### src/rtl/imem_pkg.sv
// Shared definitions for the instruction-memory loader and the memory it fills.
package imem_pkg;

  localparam int unsigned WORD_BYTES      = 4;
  localparam int unsigned IMEM_ADDR_WIDTH = 8;

  typedef enum logic [1:0] {
    IML_IDLE = 2'd0,
    IML_LOAD = 2'd1,
    IML_DONE = 2'd2
  } iml_state_t;

endpackage

### src/rtl/imem_loader_if.sv
// Control, byte-stream and instruction-memory write signals of the loader.
interface imem_loader_if
  import imem_pkg::*;
#(
  parameter int unsigned ADDR_WIDTH = IMEM_ADDR_WIDTH
);

  logic                  start;
  logic [ADDR_WIDTH:0]   word_count;
  logic                  in_valid;
  logic [7:0]            in_data;
  logic                  in_ready;
  logic                  im_we;
  logic [ADDR_WIDTH-1:0] im_addr;
  logic [31:0]           im_wdata;
  logic                  core_hold;
  logic                  busy;
  logic                  done;

  // Host / byte source side.
  modport master (
    output start, word_count, in_valid, in_data,
    input  in_ready, im_we, im_addr, im_wdata, core_hold, busy, done
  );

  // Loader side.
  modport slave (
    input  start, word_count, in_valid, in_data,
    output in_ready, im_we, im_addr, im_wdata, core_hold, busy, done
  );

endinterface

### src/rtl/imem_loader_byte_packer.sv
// Packs four stream bytes big-endian into one 32-bit word.
module byte_packer
  import imem_pkg::*;
(
  input  logic        clk,
  input  logic        rst,
  input  logic        clear,
  input  logic        in_accept,
  input  logic [7:0]  in_byte,
  output logic [31:0] word,
  output logic        word_valid
);

  logic [23:0] shreg;
  logic [1:0]  cnt;

  // Shift in accepted bytes; a clear drops any partially packed word.
  always_ff @(posedge clk) begin
    if (rst || clear) begin
      shreg <= '0;
      cnt   <= '0;
    end else if (in_accept) begin
      shreg <= {shreg[15:0], in_byte};
      cnt   <= cnt + 2'd1;
    end
  end

  // The fourth byte completes the word combinationally so the caller can
  // register it in the same edge that accepts that byte.
  always_comb begin
    word       = {shreg, in_byte};
    word_valid = in_accept && (cnt == 2'(WORD_BYTES - 1));
  end

endmodule

### src/rtl/imem_loader.sv
// Streams a byte-wise program into instruction memory while holding the core.
module imem_loader
  import imem_pkg::*;
#(
  parameter int unsigned ADDR_WIDTH = IMEM_ADDR_WIDTH
)(
  input logic          clk,
  input logic          rst,
  imem_loader_if.slave bus
);

  localparam logic [ADDR_WIDTH:0] DEPTH = {1'b1, {ADDR_WIDTH{1'b0}}};
  localparam logic [ADDR_WIDTH:0] ONE   = {{ADDR_WIDTH{1'b0}}, 1'b1};

  iml_state_t state, next_state;

  logic [ADDR_WIDTH:0]   count_q;
  logic [ADDR_WIDTH:0]   addr_cnt;
  logic [ADDR_WIDTH:0]   addr_next;
  logic [ADDR_WIDTH:0]   clamped;
  logic                  start_acc;
  logic                  load;
  logic                  accept;
  logic [31:0]           word;
  logic                  word_valid;
  logic                  we_q;
  logic [ADDR_WIDTH-1:0] addr_q;
  logic [31:0]           wdata_q;

  byte_packer u_packer (
    .clk        (clk),
    .rst        (rst),
    .clear      (start_acc),
    .in_accept  (accept),
    .in_byte    (bus.in_data),
    .word       (word),
    .word_valid (word_valid)
  );

  // State register.
  always_ff @(posedge clk) begin
    if (rst) state <= IML_IDLE;
    else     state <= next_state;
  end

  // Next-state logic and state-decoded outputs.
  always_comb begin
    next_state = state;
    start_acc  = 1'b0;
    clamped    = (bus.word_count > DEPTH) ? DEPTH : bus.word_count;
    load       = (state == IML_LOAD);
    accept     = bus.in_valid && load;
    addr_next  = addr_cnt + ONE;
    unique case (state)
      IML_IDLE, IML_DONE: begin
        if (bus.start) begin
          start_acc  = 1'b1;
          next_state = (clamped == '0) ? IML_DONE : IML_LOAD;
        end
      end
      IML_LOAD: begin
        if (word_valid && (addr_next == count_q)) next_state = IML_DONE;
      end
      default: next_state = IML_IDLE;
    endcase
    bus.in_ready  = load;
    bus.busy      = load;
    bus.core_hold = load;
    bus.done      = (state == IML_DONE);
    bus.im_we     = we_q;
    bus.im_addr   = addr_q;
    bus.im_wdata  = wdata_q;
  end

  // Count latch, address counter and registered write port.
  always_ff @(posedge clk) begin
    if (rst) begin
      count_q  <= '0;
      addr_cnt <= '0;
      we_q     <= 1'b0;
      addr_q   <= '0;
      wdata_q  <= '0;
    end else begin
      we_q <= 1'b0;
      if (start_acc) begin
        count_q  <= clamped;
        addr_cnt <= '0;
      end
      if (word_valid) begin
        we_q     <= 1'b1;
        addr_q   <= addr_cnt[ADDR_WIDTH-1:0];
        wdata_q  <= word;
        addr_cnt <= addr_next;
      end
    end
  end

endmodule
### src/flat_wrapper.sv
// flat-port wrapper written by rule: the top's interface ports become plain ports
module imem_loader_flat import imem_pkg::*;
#(
  parameter int unsigned ADDR_WIDTH = IMEM_ADDR_WIDTH
)
  (clk, rst, bus_start, bus_word_count, bus_in_valid, bus_in_data, bus_in_ready, bus_im_we, bus_im_addr, bus_im_wdata, bus_core_hold, bus_busy, bus_done);
  imem_loader_if #(.ADDR_WIDTH(ADDR_WIDTH)) bus_i ();
  input logic clk;
  input logic rst;
  input wire logic [$bits(bus_i.start)-1:0] bus_start;
  input wire logic [$bits(bus_i.word_count)-1:0] bus_word_count;
  input wire logic [$bits(bus_i.in_valid)-1:0] bus_in_valid;
  input wire logic [$bits(bus_i.in_data)-1:0] bus_in_data;
  output wire logic [$bits(bus_i.in_ready)-1:0] bus_in_ready;
  output wire logic [$bits(bus_i.im_we)-1:0] bus_im_we;
  output wire logic [$bits(bus_i.im_addr)-1:0] bus_im_addr;
  output wire logic [$bits(bus_i.im_wdata)-1:0] bus_im_wdata;
  output wire logic [$bits(bus_i.core_hold)-1:0] bus_core_hold;
  output wire logic [$bits(bus_i.busy)-1:0] bus_busy;
  output wire logic [$bits(bus_i.done)-1:0] bus_done;
  assign bus_i.start = bus_start;
  assign bus_i.word_count = bus_word_count;
  assign bus_i.in_valid = bus_in_valid;
  assign bus_i.in_data = bus_in_data;
  assign bus_in_ready = bus_i.in_ready;
  assign bus_im_we = bus_i.im_we;
  assign bus_im_addr = bus_i.im_addr;
  assign bus_im_wdata = bus_i.im_wdata;
  assign bus_core_hold = bus_i.core_hold;
  assign bus_busy = bus_i.busy;
  assign bus_done = bus_i.done;
  imem_loader #(.ADDR_WIDTH(ADDR_WIDTH)) u_core (.clk(clk), .rst(rst), .bus(bus_i));
endmodule
### config.mk
export PLATFORM = sky130hd
export DESIGN_NAME = imem_loader_flat
export DESIGN_NICKNAME = d
export VERILOG_FILES = /design/src/rtl/imem_pkg.sv /design/src/rtl/imem_loader_if.sv /design/src/rtl/imem_loader_byte_packer.sv /design/src/rtl/imem_loader.sv /design/src/flat_wrapper.sv
export SDC_FILE = /design/constraint.sdc
export NUM_CORES = 1
export LEC_CHECK = 0
export CELL_PAD_IN_SITES_DETAIL_PLACEMENT = 0
export CELL_PAD_IN_SITES_GLOBAL_PLACEMENT = 1
export CORE_MARGIN = 3
export CORE_UTILIZATION = 39
export CTS_BUF_LIST = sky130_fd_sc_hd__clkbuf_4
export DETAILED_ROUTE_END_ITERATION = 7
export HOLD_SLACK_MARGIN = 0.12
export PLACE_DENSITY = 0.92
export SETUP_SLACK_MARGIN = 0.15
export SYNTH_ARGS = -nofsm -noshare
export SYNTH_HDL_FRONTEND = slang
export SYNTH_SLANG_ARGS = --single-unit
### constraint.sdc
create_clock -name clk -period 2.1 [get_ports clk]
set_input_delay 0.21 -clock clk [delete_from_list [all_inputs] [get_ports clk]]
set_output_delay 0.21 -clock clk [all_outputs]
set_load 0.01 [all_outputs]
### Word level (Yosys, flattened, before mapping)

Cells that the tools add are included.

* $add $sub $neg: 2
* $lt $le $gt $ge: 1
* equality and inequality tests: 6
* multiplexer cells: 10
* reduce and logical (&&, ||, !) cells: 9

Operators by type and width (count)
* $mux W9: 3
* $add A9 B1 Y9 const B: 1
* $eq A9 B9 Y1: 1
* $gt A9 B9 Y1 const B: 1
* $logic_not A9 Y1: 1
* $mux W2: 3
* $eq A2 B2 Y1 const B: 2
* $pmux W2 S2: 1
* $logic_and A1 B1 Y1: 3
* $mux W1: 3
* $add A2 B1 Y2 const B: 1
* $eq A2 B1 Y1 const B: 1
* $logic_not A2 Y1: 1
* $ne A2 B1 Y1 const B: 1
* $ne A2 B2 Y1 const B: 1
* $reduce_and A2 Y1: 1
* $reduce_bool A2 Y1: 1
* $reduce_or A2 Y1: 1
* $logic_or A1 B1 Y1: 1

* bits in registers: 87
* input bits: 21
* output and inout port bits: 45
* logic and storage cells: 36

### Logic depth before layout (Yosys ltp)

Gate-level depths: netlist (run 1).

* word-level depth: 6
* mapped depth: 7
* mapped depth without buffers: 6

### By module

Synthesis (run 1) repeated with hierarchy kept, for this count alone.

* cells, all modules: 361
* area, all modules: 3633.5 um2

Modules (own cells, without submodules)
* imem_loader: instances 1, cells each 266, area each 2593.7 um2, sequential area each 1221.2 um2
* byte_packer: instances 1, cells each 95, area each 1039.7 um2, sequential area each 520.5 um2

### Worst setup path before layout (run 1)

No wires, ideal clock.

* path type: register to register
* from: register u_core.addr_cnt[1]
* to: register u_core.state[0]
* library setup time: 0.120 ns
* data arrival time: 1.595 ns
* data required time: 1.980 ns
* slack: 0.386 ns
* stages on the path, launching flop included: 7
* path buffers: 0
* period minus slack after synthesis: 1.714 ns
* cell sequence: dfxtp_1 ha_1 nand3_2 o21a_1 o32ai_2 a21oi_1 o31a_1

* word-level cells in the longest chain between the ends: 5

RTL lines
* start, declared: line imem_loader.sv:18 `logic [ADDR_WIDTH:0] addr_cnt;`
* start signal, assigned: line imem_loader.sv:93 `addr_cnt <= addr_next;`
* $add A9 B1 Y9: line imem_loader.sv:53 `addr_next = addr_cnt + ONE;`
* $eq A9 B9 Y1: line imem_loader.sv:62 `if (word_valid && (addr_next == count_q)) next_state = IML_DONE;`
* $logic_and A1 B1 Y1: line imem_loader.sv:62
* $ne A2 B1 Y1 (no source line)
* $reduce_and A2 Y1 (no source line)
* end signal, assigned: line imem_loader.sv:43 `else state <= next_state;`
* end, declared: line imem_loader.sv:15 `iml_state_t state, next_state;`

No other way between the ends.
A chain may end at the register's enable or synchronous reset.

### Final worst setup path (run 1)

* from: register u_core.state[1]
* to: output bus_core_hold

* word-level cells in the longest chain between the ends: 1

RTL lines
* $eq A2 B1 Y1: line imem_loader.sv:51 `load = (state == IML_LOAD);`
* end, declared: line flat_wrapper.sv:18 `output wire logic [$bits(bus_i.core_hold)-1:0] bus_core_hold;`

No other way between the ends.

==> impl_metrics.py, run 1 <==
metrics = {
    "timing": {
        "tightestPinTransition_ns": 0.4660,
        "timing.hold.ws_ns": 0.3461,
        "setup_viol": 0,
        "drv_slew": 0,
        "rsz0062_at_grt": "true",
        "hold_violations": 0,
        "fmax_mhz": 550.3,
        "maxSlewHeadroom_pct": 68.88,
        "finalSetupTns_ns": 0,
        "finalCritPeriodShare_pct": 86.53,
        "fin_crit_ns": 1.817,
        "clock-skew-final_ns": 0.01928,
    },
    "clock_tree": {
        "cts_sinks": 87,
        "cts_tree": "yes",
        "clkTransAtPathRegs_ns": 0.15,
        "cts-htree-levels": 3,
        "numCtsBuffers": 9,
        "root_buffer": "clkbuf_4",
        "cts_max_path_buffers": 2,
        "clk_latency_ns": 0.43,
    },
    "yosys": {
        "synth_area_mm2": 0.003490,
        "yosysTopAreaCellShare_pct": 49.91,
        "syn_inst": 430,
        "ys_seq_elements": 87,
        "yosysTopAreaCell": "dfxtp_1",
        "synth_nets": 453,
        "seq_area_frac_synth_pct": 49.91,
        "synth-edff-count": 0,
        "synthFlopType": "dfxtp_1",
        "synth_area_leaders": "dfxtp_1, nand2_1, a21oi_1, xnor2_1, a22o_1",
        "synth.distinct_cells": 43,
        "yosysWarnings": 0,
        "synth_area_per_cell_um2": 8.115,
        "async_reset_ff_share_pct": 0,
    },
    "critical_path": {
        "cp.arrival_ns": 1.61,
        "crit_path_start_kind": "flop",
        "crit_required_ns": 1.89,
        "critPathCaptureType": "output pin",
        "path_class": "flop to output pin",
        "cp_max_fo": 5,
    },
    "die": {
        "ios": 66,
        "dieArea_mm2": 0.01012,
        "start_util_pct": 41.23,
        "core_mm2": 0.008464,
        "die_x_um": 100.6,
        "fp.dieH_um": 100.6,
        "row_count": 33,
    },
    "worst_hold_path": {
        "hold_class": "input pin to flop",
    },
    "layout": {
        "drive_gt1_share_pct": 7.708,
        "syn2layout_area_growth_pct": 24.85,
        "nFillCells": 814,
        "nets": 511,
        "antenna_cells": 0,
        "final_area_mm2": 0.004357,
    },
    "global_routing": {
        "grt-ovfl-total": 0,
        "grt_pass1_wl_um": 14650,
        "grt_max_degree": 33,
        "grt_usage_pct": 17.93,
        "grt_pass1_vias": 2967,
        "antenna_found_initial": 0,
    },
    "routing": {
        "vias": 3089,
        "drc": 0,
        "postRouteAntennaNets": 0,
        "drt_iter0_drc": 167,
        "finalWirelength_um": 8751,
        "first_pass_iters": 4,
        "routedWlPerCell_um": 14.63,
        "via_per_inst": 5.166,
    },
    "placement": {
        "dp_hpwl_um": 6074,
        "dpl-instance-area_mm2": 0.004212,
        "numPortBuffers": 65,
        "gp_congestion": 0.8733,
    },
    "pwr": {
        "p_leak_nw": 1.422,
        "power_density_mw_per_mm2": 634.6,
        "ir_drop_v": 0.0002633,
    },
    "outcome": {
        "status": "completed",
    },
    "job": {
        "maxCapViolCount": 0,
    },
}
## power breakdown
part	internal [mW]	switching [mW]
logic	0.0760	0.0980
registers	1.67	0.0133
clock network	0.273	0.639
total	2.01	0.750
## kinds of logic after synthesis
| group | Yosys count | share of synthesized area, % |
|---|---|---|
| and+or+nand+nor | 185 | 23.09 |
| AOI/OAI and AO/OA | 109 | 17.86 |
| DFF | 87 | 49.91 |
| buffers and inverters | 34 | 4.948 |
| xor gates and xnor gates | 13 | 3.478 |
| adders and majority gates | 2 | 0.7170 |
## path summary, 6_finish.rpt
| path | slack, ns | depth (start not counted) | startpoint | end |
|---|---|---|---|---|
| worst max-delay path | 0.28 | 3 | u_core.state[1] | bus_core_hold |
| worst min-delay path | 0.35 | 3 | bus_in_data[0] | u_core.bus.im_wdata[0] |
| worst max register to register | 0.28 | 6 | u_core.addr_cnt[1] | u_core.state[0] |
| worst min register to register | 0.47 | 2 | u_core.bus.im_wdata[29] | u_core.bus.im_wdata[29] |
## cell usage in the layout, fill, tap and decap left out, types with 2 or more instances in the layout
cell type / netlist / routed
a211oi_2: 2 / 2
a21oi_1: 81 / 81
a22o_1: 8 / 8
a31oi_1: 3 / 3
and3_1: 2 / 2
buf_4: 8 / 12
clkbuf_4: 0 / 9
clkdlybuf4s50_1: 0 / 64
clkinvlp_4: 0 / 2
dfxtp_1: 87 / 86
inv_1: 2 / 2
inv_6: 0 / 3
inv_8: 0 / 2
nand2_1: 140 / 140
nand2b_1: 3 / 3
nand3_1: 4 / 4
nand3b_1: 3 / 3
nor2_1: 10 / 10
nor2b_1: 3 / 3
nor3_1: 3 / 3
nor4_1: 3 / 3
o21ai_0: 3 / 3
o21ai_1: 6 / 6
or3_1: 4 / 4
xnor2_1: 10 / 10
xor2_1: 2 / 2
## what timing repair did
item                                    in CTS  in global routing
hold endpoints to repair                     1                  0
hold buffers                                 1                  0
setup buffers                                0                  0
endpoints found under the setup margin       0                  5
resized for setup                            0                  2
## metrics by stage
stage / cells / power [mW] / setup slack (ns) / utilization [%]
CTS: 598 / 2.795 / 0.2073 / 51.43
floorplan: 430 / 1.806 / 0.3857 / -
detailed placement: 581 / 1.887 / 0.2259 / 49.76
global placement: 581 / 1.887 / 0.2818 / 49.76
finish: 598 / 2.765 / 0.2828 / 51.47
global route: 598 / 2.895 / 0.1238 / 51.47
## worst max-delay path, stage by stage, from the launching register on
cell	delay (ns)
dfxtp_1	0.36
nand2b_1	0.16
inv_1	0.12
clkdlybuf4s50_1	0.55
## final cells by class
cell class,count,area [µm²],share of cell area [%]
Sequential cell,87,1743,40.01
Multi-Input combinational cell,309,1578,36.21
Timing Repair Buffer,79,765.7,17.58
Tap cell,105,131.4,3.016
Clock buffer,9,67.56,1.551
Clock inverter,7,63.81,1.465
Inverter,2,7.507,0.1723
## state kept, by name, indices dropped and copies added, names as in the netlist
signal                 flops
u_core.addr_cnt            9
u_core.bus.im_addr         8
u_core.bus.im_wdata       32
u_core.bus.im_we           1
u_core.count_q             9
u_core.state               2
u_core.u_packer.cnt        2
u_core.u_packer.shreg     24
## layer usage
metal | wire length [µm] | global-route usage (%)
met1 | 4134 | 25.47
met5 | 0 | 0
met3 | 542 | 4.360
met2 | 4005 | 27.70
met4 | 70 | 3.731
## synthesized netlist by cell type (all sizes together), types with 4 or more instances
cell and number:
nand3 5, xnor2 11, nor2 11, or3 4, clkbuf 14, dfxtp 87
buf 18, nand2 140, a21oi 81, a22o 8, o21ai 9
(Power assumes the default switching activity.)
==> run 2: changes to the inputs <==
Settings changed: SETUP_SLACK_MARGIN 0.15 to 0.2.
==> run 2 against run 1 <==
Clock power is 0.5% higher. Count of clock-buffer cells in the layout unchanged. Routed wire length up 0.43%. Setup slack gained 0.031 ns. Non-clock buffer count did not move. Combinational power barely moved. Final area is 0.17% higher. Power rose by 0.14%. Sequential share of layout area about the same. Critical endpoint is now bus_in_ready. Largest cell class unchanged. Largest power group unchanged.
==> impl_metrics.py, run 2 (synthesis results as in run 1) <==
metrics = {
    "outcome": {
        "status": "completed",
    },
    "layout": {
        "mostFrequentLayoutCell": "nand2_1",
        "fin_util_pct": 51.56,
        "nets": 511,
        "final_area_mm2": 0.004364,
        "antenna_cells": 0,
        "regArea_mm2": 0.001744,
        "nFillCells": 813,
        "mostFrequentLayoutCells": "nand2_1, dfxtp_1, a21oi_1",
        "syn2layout_area_growth_pct": 25.06,
        "drive_gt1_share_pct": 8.114,
        "multi_input_area_mm2": 0.001579,
        "fin_cells": 598,
        "largest_register_ffs": 32,
    },
    "pwr": {
        "ir_drop_v": 0.0002630,
        "total_power_mw": 2.769,
        "power_density_mw_per_mm2": 634.4,
        "p_leak_nw": 1.450,
    },
    "die": {
        "core_mm2": 0.008464,
        "fp.dieH_um": 100.6,
        "dieArea_mm2": 0.01012,
        "row_count": 33,
        "ios": 66,
        "die_x_um": 100.6,
        "start_util_pct": 41.23,
    },
    "timing": {
        "drv_slew": 0,
        "setup_viol": 0,
        "tightestPinTransition_ns": 0.4661,
        "finalCritPeriodShare_pct": 85.07,
        "maxSlewHeadroom_pct": 68.87,
        "hold_violations": 0,
        "fmax_mhz": 559.8,
        "rsz0062_at_grt": "true",
        "fin_crit_ns": 1.786,
        "clock-skew-final_ns": 0.01830,
        "timing.hold.ws_ns": 0.3455,
        "finalWorstSetupSlack_ns": 0.3135,
        "finalSetupTns_ns": 0,
    },
    "critical_path": {
        "path_class": "flop to output pin",
        "cp.arrival_ns": 1.58,
        "crit_path_start_kind": "flop",
        "critPathCaptureType": "output pin",
        "cp_max_fo": 5,
        "crit_required_ns": 1.89,
        "cp_cell_sequence": "nand2b_1, inv_1, clkdlybuf4s50_1",
        "cp_slowest_stage_delay_ns": 0.54,
        "crit_slowest_cell": "clkdlybuf4s50_1",
    },
    "global_routing": {
        "grt_pass1_wl_um": 14650,
        "grt_pass1_vias": 2967,
        "grt_usage_pct": 17.93,
        "antenna_found_initial": 0,
        "grt-ovfl-total": 0,
        "grt_max_degree": 33,
    },
    "clock_tree": {
        "cts_tree": "yes",
        "clk_latency_ns": 0.43,
        "clkTransAtPathRegs_ns": 0.16,
        "post-cts-setup-buffers": 0,
        "cts_max_path_buffers": 2,
        "numCtsBuffers": 9,
        "root_buffer": "clkbuf_4",
        "cts-htree-levels": 3,
        "cts_sinks": 87,
    },
    "routing": {
        "vias": 3074,
        "via_per_inst": 5.140,
        "routedWlPerCell_um": 14.70,
        "finalWirelength_um": 8789,
        "top_layer_used": "met4",
        "drt_iter0_drc": 165,
        "postRouteAntennaNets": 0,
        "wl_met1_um": 4202,
        "drc": 0,
        "wl_met2_um": 3972,
        "first_pass_iters": 5,
        "wl_met3_um": 543,
    },
    "placement": {
        "dp_cells": 581,
        "dpl-instance-area_mm2": 0.004212,
        "gp_congestion": 0.8733,
        "dp_hpwl_um": 6074,
        "dp_slack_ns": 0.2259,
        "numPortBuffers": 65,
    },
    "worst_hold_path": {
        "hold_class": "input pin to flop",
    },
    "job": {
        "maxCapViolCount": 0,
    },
}
==> run 2: changes by cell type in the layout (fill, tap and decap cells not counted) <==
cell	previous run	this run
and3_1	2	1
and3_2	0	1
clkdlybuf4s50_1	64	62
dfxtp_1	86	85
dfxtp_2	1	2
dlymetal6s2s_1	0	2
==> run 2: routing by layer <==
metal	up-vias	global-route usage [%]
met5	-	0
met4	0	3.731
met3	8	4.360
met2	78	27.70
met1	1428	25.47
li1	1560	-
==> run 2: final cells by class <==
type,count,area share (%)
clock buffers,9,1.548
clock inverters,7,1.462
inverters,2,0.1720
multi-input cells,309,36.18
flip-flops and latches,87,39.97
well taps,105,3.010
repair buffers,79,17.66
==> run 2: report_power, final <==
group / leakage, nW / switching [mW] / internal [mW]
sequential: 0.703 / 0.0132 / 1.67
clock: 0.0674 / 0.643 / 0.273
combinational: 0.680 / 0.0980 / 0.0752
total: 1.45 / 0.754 / 2.01
==> run 2: worst max-delay path: cells and delay by family, from the launching register on <==
family	cells	cell delay, ns
flops	1	0.36
buf+inv	2	0.65
simple gates	1	0.16
==> run 2: final timing paths <==
kind	start	end	slack (ns)	cells past startpoint
min reg2reg	u_core.bus.im_wdata[31]	u_core.bus.im_wdata[31]	0.47	2
max	u_core.state[1]	bus_in_ready	0.31	3
min	bus_in_data[0]	u_core.bus.im_wdata[0]	0.35	3
max reg2reg	u_core.addr_cnt[3]	u_core.state[0]	0.34	5
==> run 2: repair_timing <==
| action | in CTS | in global routing |
|---|---|---|
| resized for setup | 0 | 6 |
| endpoints found under the hold margin | 1 | 0 |
| hold buffers | 1 | 0 |
| setup endpoints to repair | 0 | 5 |
==> run 3: changes to the inputs <==
Settings changed: SETUP_SLACK_MARGIN 0.2 to not set.
Clock period 2.1 ns to 2 ns, I/O delays scaled along.
==> run 3 against run 2 <==
Via count increased by 0.98%. Final area shrank 0.46%. Die area stayed put. Hold slack worse by 0.13 ns. Non-clock buffer count shrank 2. Setup slack worse by 0.17 ns.
==> impl_metrics.py, run 3 (synthesis results as in run 1) <==
metrics = {
    "placement": {
        "numPortBuffers": 65,
        "dp_cells": 580,
        "dp_hpwl_um": 5649,
        "dpl-instance-area_mm2": 0.004192,
        "gp_congestion": 0.9008,
        "dp_slack_ns": 0.1360,
    },
    "layout": {
        "largest_register_ffs": 32,
        "drive_gt1_share_pct": 7.128,
        "nFillCells": 794,
        "antenna_cells": 0,
        "nets": 509,
        "mostFrequentLayoutCells": "nand2_1, dfxtp_1, a21oi_1",
        "fin_cells": 596,
        "mostFrequentLayoutCell": "nand2_1",
        "syn2layout_area_growth_pct": 24.49,
        "final_area_mm2": 0.004344,
        "fin_util_pct": 51.32,
    },
    "pwr": {
        "p_comb_share_pct": 6.0,
        "p_leak_nw": 1.427,
        "pwr-share-seq_pct": 58.8,
        "total_power_mw": 2.998,
        "power_density_mw_per_mm2": 690.1,
        "p_int_mw": 2.247,
        "ir_drop_v": 0.0004362,
        "p_clk_share_pct": 35.2,
        "netSwitchingPower_mw": 0.7515,
        "p_sw_share_pct": 25.07,
    },
    "global_routing": {
        "grt_usage_pct": 16.65,
        "grt-ovfl-total": 0,
        "grt_max_degree": 33,
        "grt_pass1_vias": 2877,
        "grt_pass1_wl_um": 13750,
        "antenna_found_initial": 0,
    },
    "clock_tree": {
        "clk_latency_ns": 0.43,
        "cts-htree-levels": 3,
        "clkTransAtPathRegs_ns": 0.14,
        "hold_buffers": 0,
        "cts_max_path_buffers": 2,
        "root_buffer": "clkbuf_4",
        "numCtsBuffers": 9,
        "post-cts-setup-buffers": 0,
        "cts_tree": "yes",
        "cts_resized": 0,
        "cts_sinks": 87,
    },
    "critical_path": {
        "crit_required_ns": 1.80,
        "critPathCaptureType": "output pin",
        "cp_cell_sequence": "nand2b_1, inv_1, clkdlybuf4s50_1",
        "crit_slowest_cell": "clkdlybuf4s50_1",
        "cp.arrival_ns": 1.65,
        "ff2ff_setup_slack_ns": 0.24,
        "cp_slowest_stage_delay_ns": 0.55,
        "cp_max_fo": 7,
        "reg2regPathDepth": 6,
        "crit_path_start_kind": "flop",
        "path_class": "flop to output pin",
        "r2r_end": "u_core.state[0]",
        "r2r_start": "u_core.addr_cnt[1]",
    },
    "die": {
        "core_mm2": 0.008464,
        "start_util_pct": 41.23,
        "fp.dieH_um": 100.6,
        "die_x_um": 100.6,
        "dieArea_mm2": 0.01012,
        "ios": 66,
        "row_count": 33,
    },
    "timing": {
        "maxSlewHeadroom_pct": 67.57,
        "drv_slew": 0,
        "hold_violations": 0,
        "tightestPinTransition_ns": 0.4855,
        "clock-skew-final_ns": 0.01886,
        "finalSetupTns_ns": 0,
        "rsz0062_at_grt": "false",
        "fmax_mhz": 539.6,
        "finalCritPeriodShare_pct": 92.66,
        "fin_crit_ns": 1.853,
        "finalWorstSetupSlack_ns": 0.1469,
        "timing.hold.ws_ns": 0.2190,
        "setup_viol": 0,
    },
    "worst_hold_path": {
        "hold_class": "input pin to flop",
        "hold_end": "u_core.count_q[7]",
        "hold_depth": 3,
        "worstHoldStart": "rst",
    },
    "outcome": {
        "status": "completed",
    },
    "routing": {
        "drt_iter0_drc": 157,
        "vias": 3104,
        "drc": 0,
        "finalWirelength_um": 8253,
        "via_per_inst": 5.208,
        "routedWlPerCell_um": 13.85,
        "first_pass_iters": 4,
        "postRouteAntennaNets": 0,
    },
    "job": {
        "maxCapViolCount": 0,
    },
}
==> run 3: cell types whose count changed in the layout (fill, tap and decap cells not counted), sizes merged <==
cell / change
clkdlybuf4s50: +2
dlymetal6s2s: -2
inv: -2
buf: -1
bufinv: +1
clkbuf: +1
clkinv: +1
clkinvlp: -1
dlygate4sd3: -1
==> run 3: final cells by class <==
| cell class | instances | area (µm²) | share of cell area, % |
|---|---|---|---|
| well taps | 105 | 131.4 | 3.024 |
| clock buffers | 10 | 75.07 | 1.728 |
| multi-input cells | 309 | 1575 | 36.26 |
| inverters | 2 | 7.507 | 0.1728 |
| clock inverters | 6 | 77.57 | 1.786 |
| repair buffers | 77 | 735.7 | 16.94 |
| flip-flops and latches | 87 | 1742 | 40.09 |
==> run 3: power groups by stage <==
| stage | sequential (mW) | clock, mW | combinational [mW] |
|---|---|---|---|
| 6_report | 1.76 | 1.06 | 0.179 |
| 5_1_grt | 1.77 | 1.15 | 0.195 |
| 4_1_cts | 1.76 | 1.09 | 0.180 |
| 3_5_place_dp | 1.80 | 0 | 0.179 |
| 3_3_place_gp | 1.80 | 0 | 0.177 |
| 2_1_floorplan | 1.80 | 0 | 0.100 |
==> run 3: how the worst max path moves through the flow <==
stage	from	end	slack, ns
after floorplan	u_core.addr_cnt[1]	u_core.state[0]	0.29
after global placement	bus_word_count[4]	u_core.state[0]	0.21
after detailed placement	bus_in_valid	u_core.state[0]	0.14
after CTS	u_core.state[0]	bus_busy	0.12
after global routing	u_core.state[0]	bus_in_ready	0.04
final	u_core.state[0]	bus_busy	0.15
==> run 3: critical path: cells and delay by family (launching register included) <==
family / cells / cell delay (ns)
buffers and inverters: 2 / 0.68
DFF: 1 / 0.44
and+or+nand+nor: 1 / 0.11
==> run 3: metal layers <==
metal  track usage, %  vias up  routed length, µm
met5                0        -                  0
met4            4.456        0                 65
met3            4.983        9                582
met2            25.52      104               3694
met1            22.85     1440               3910
li1                 -     1551                  -
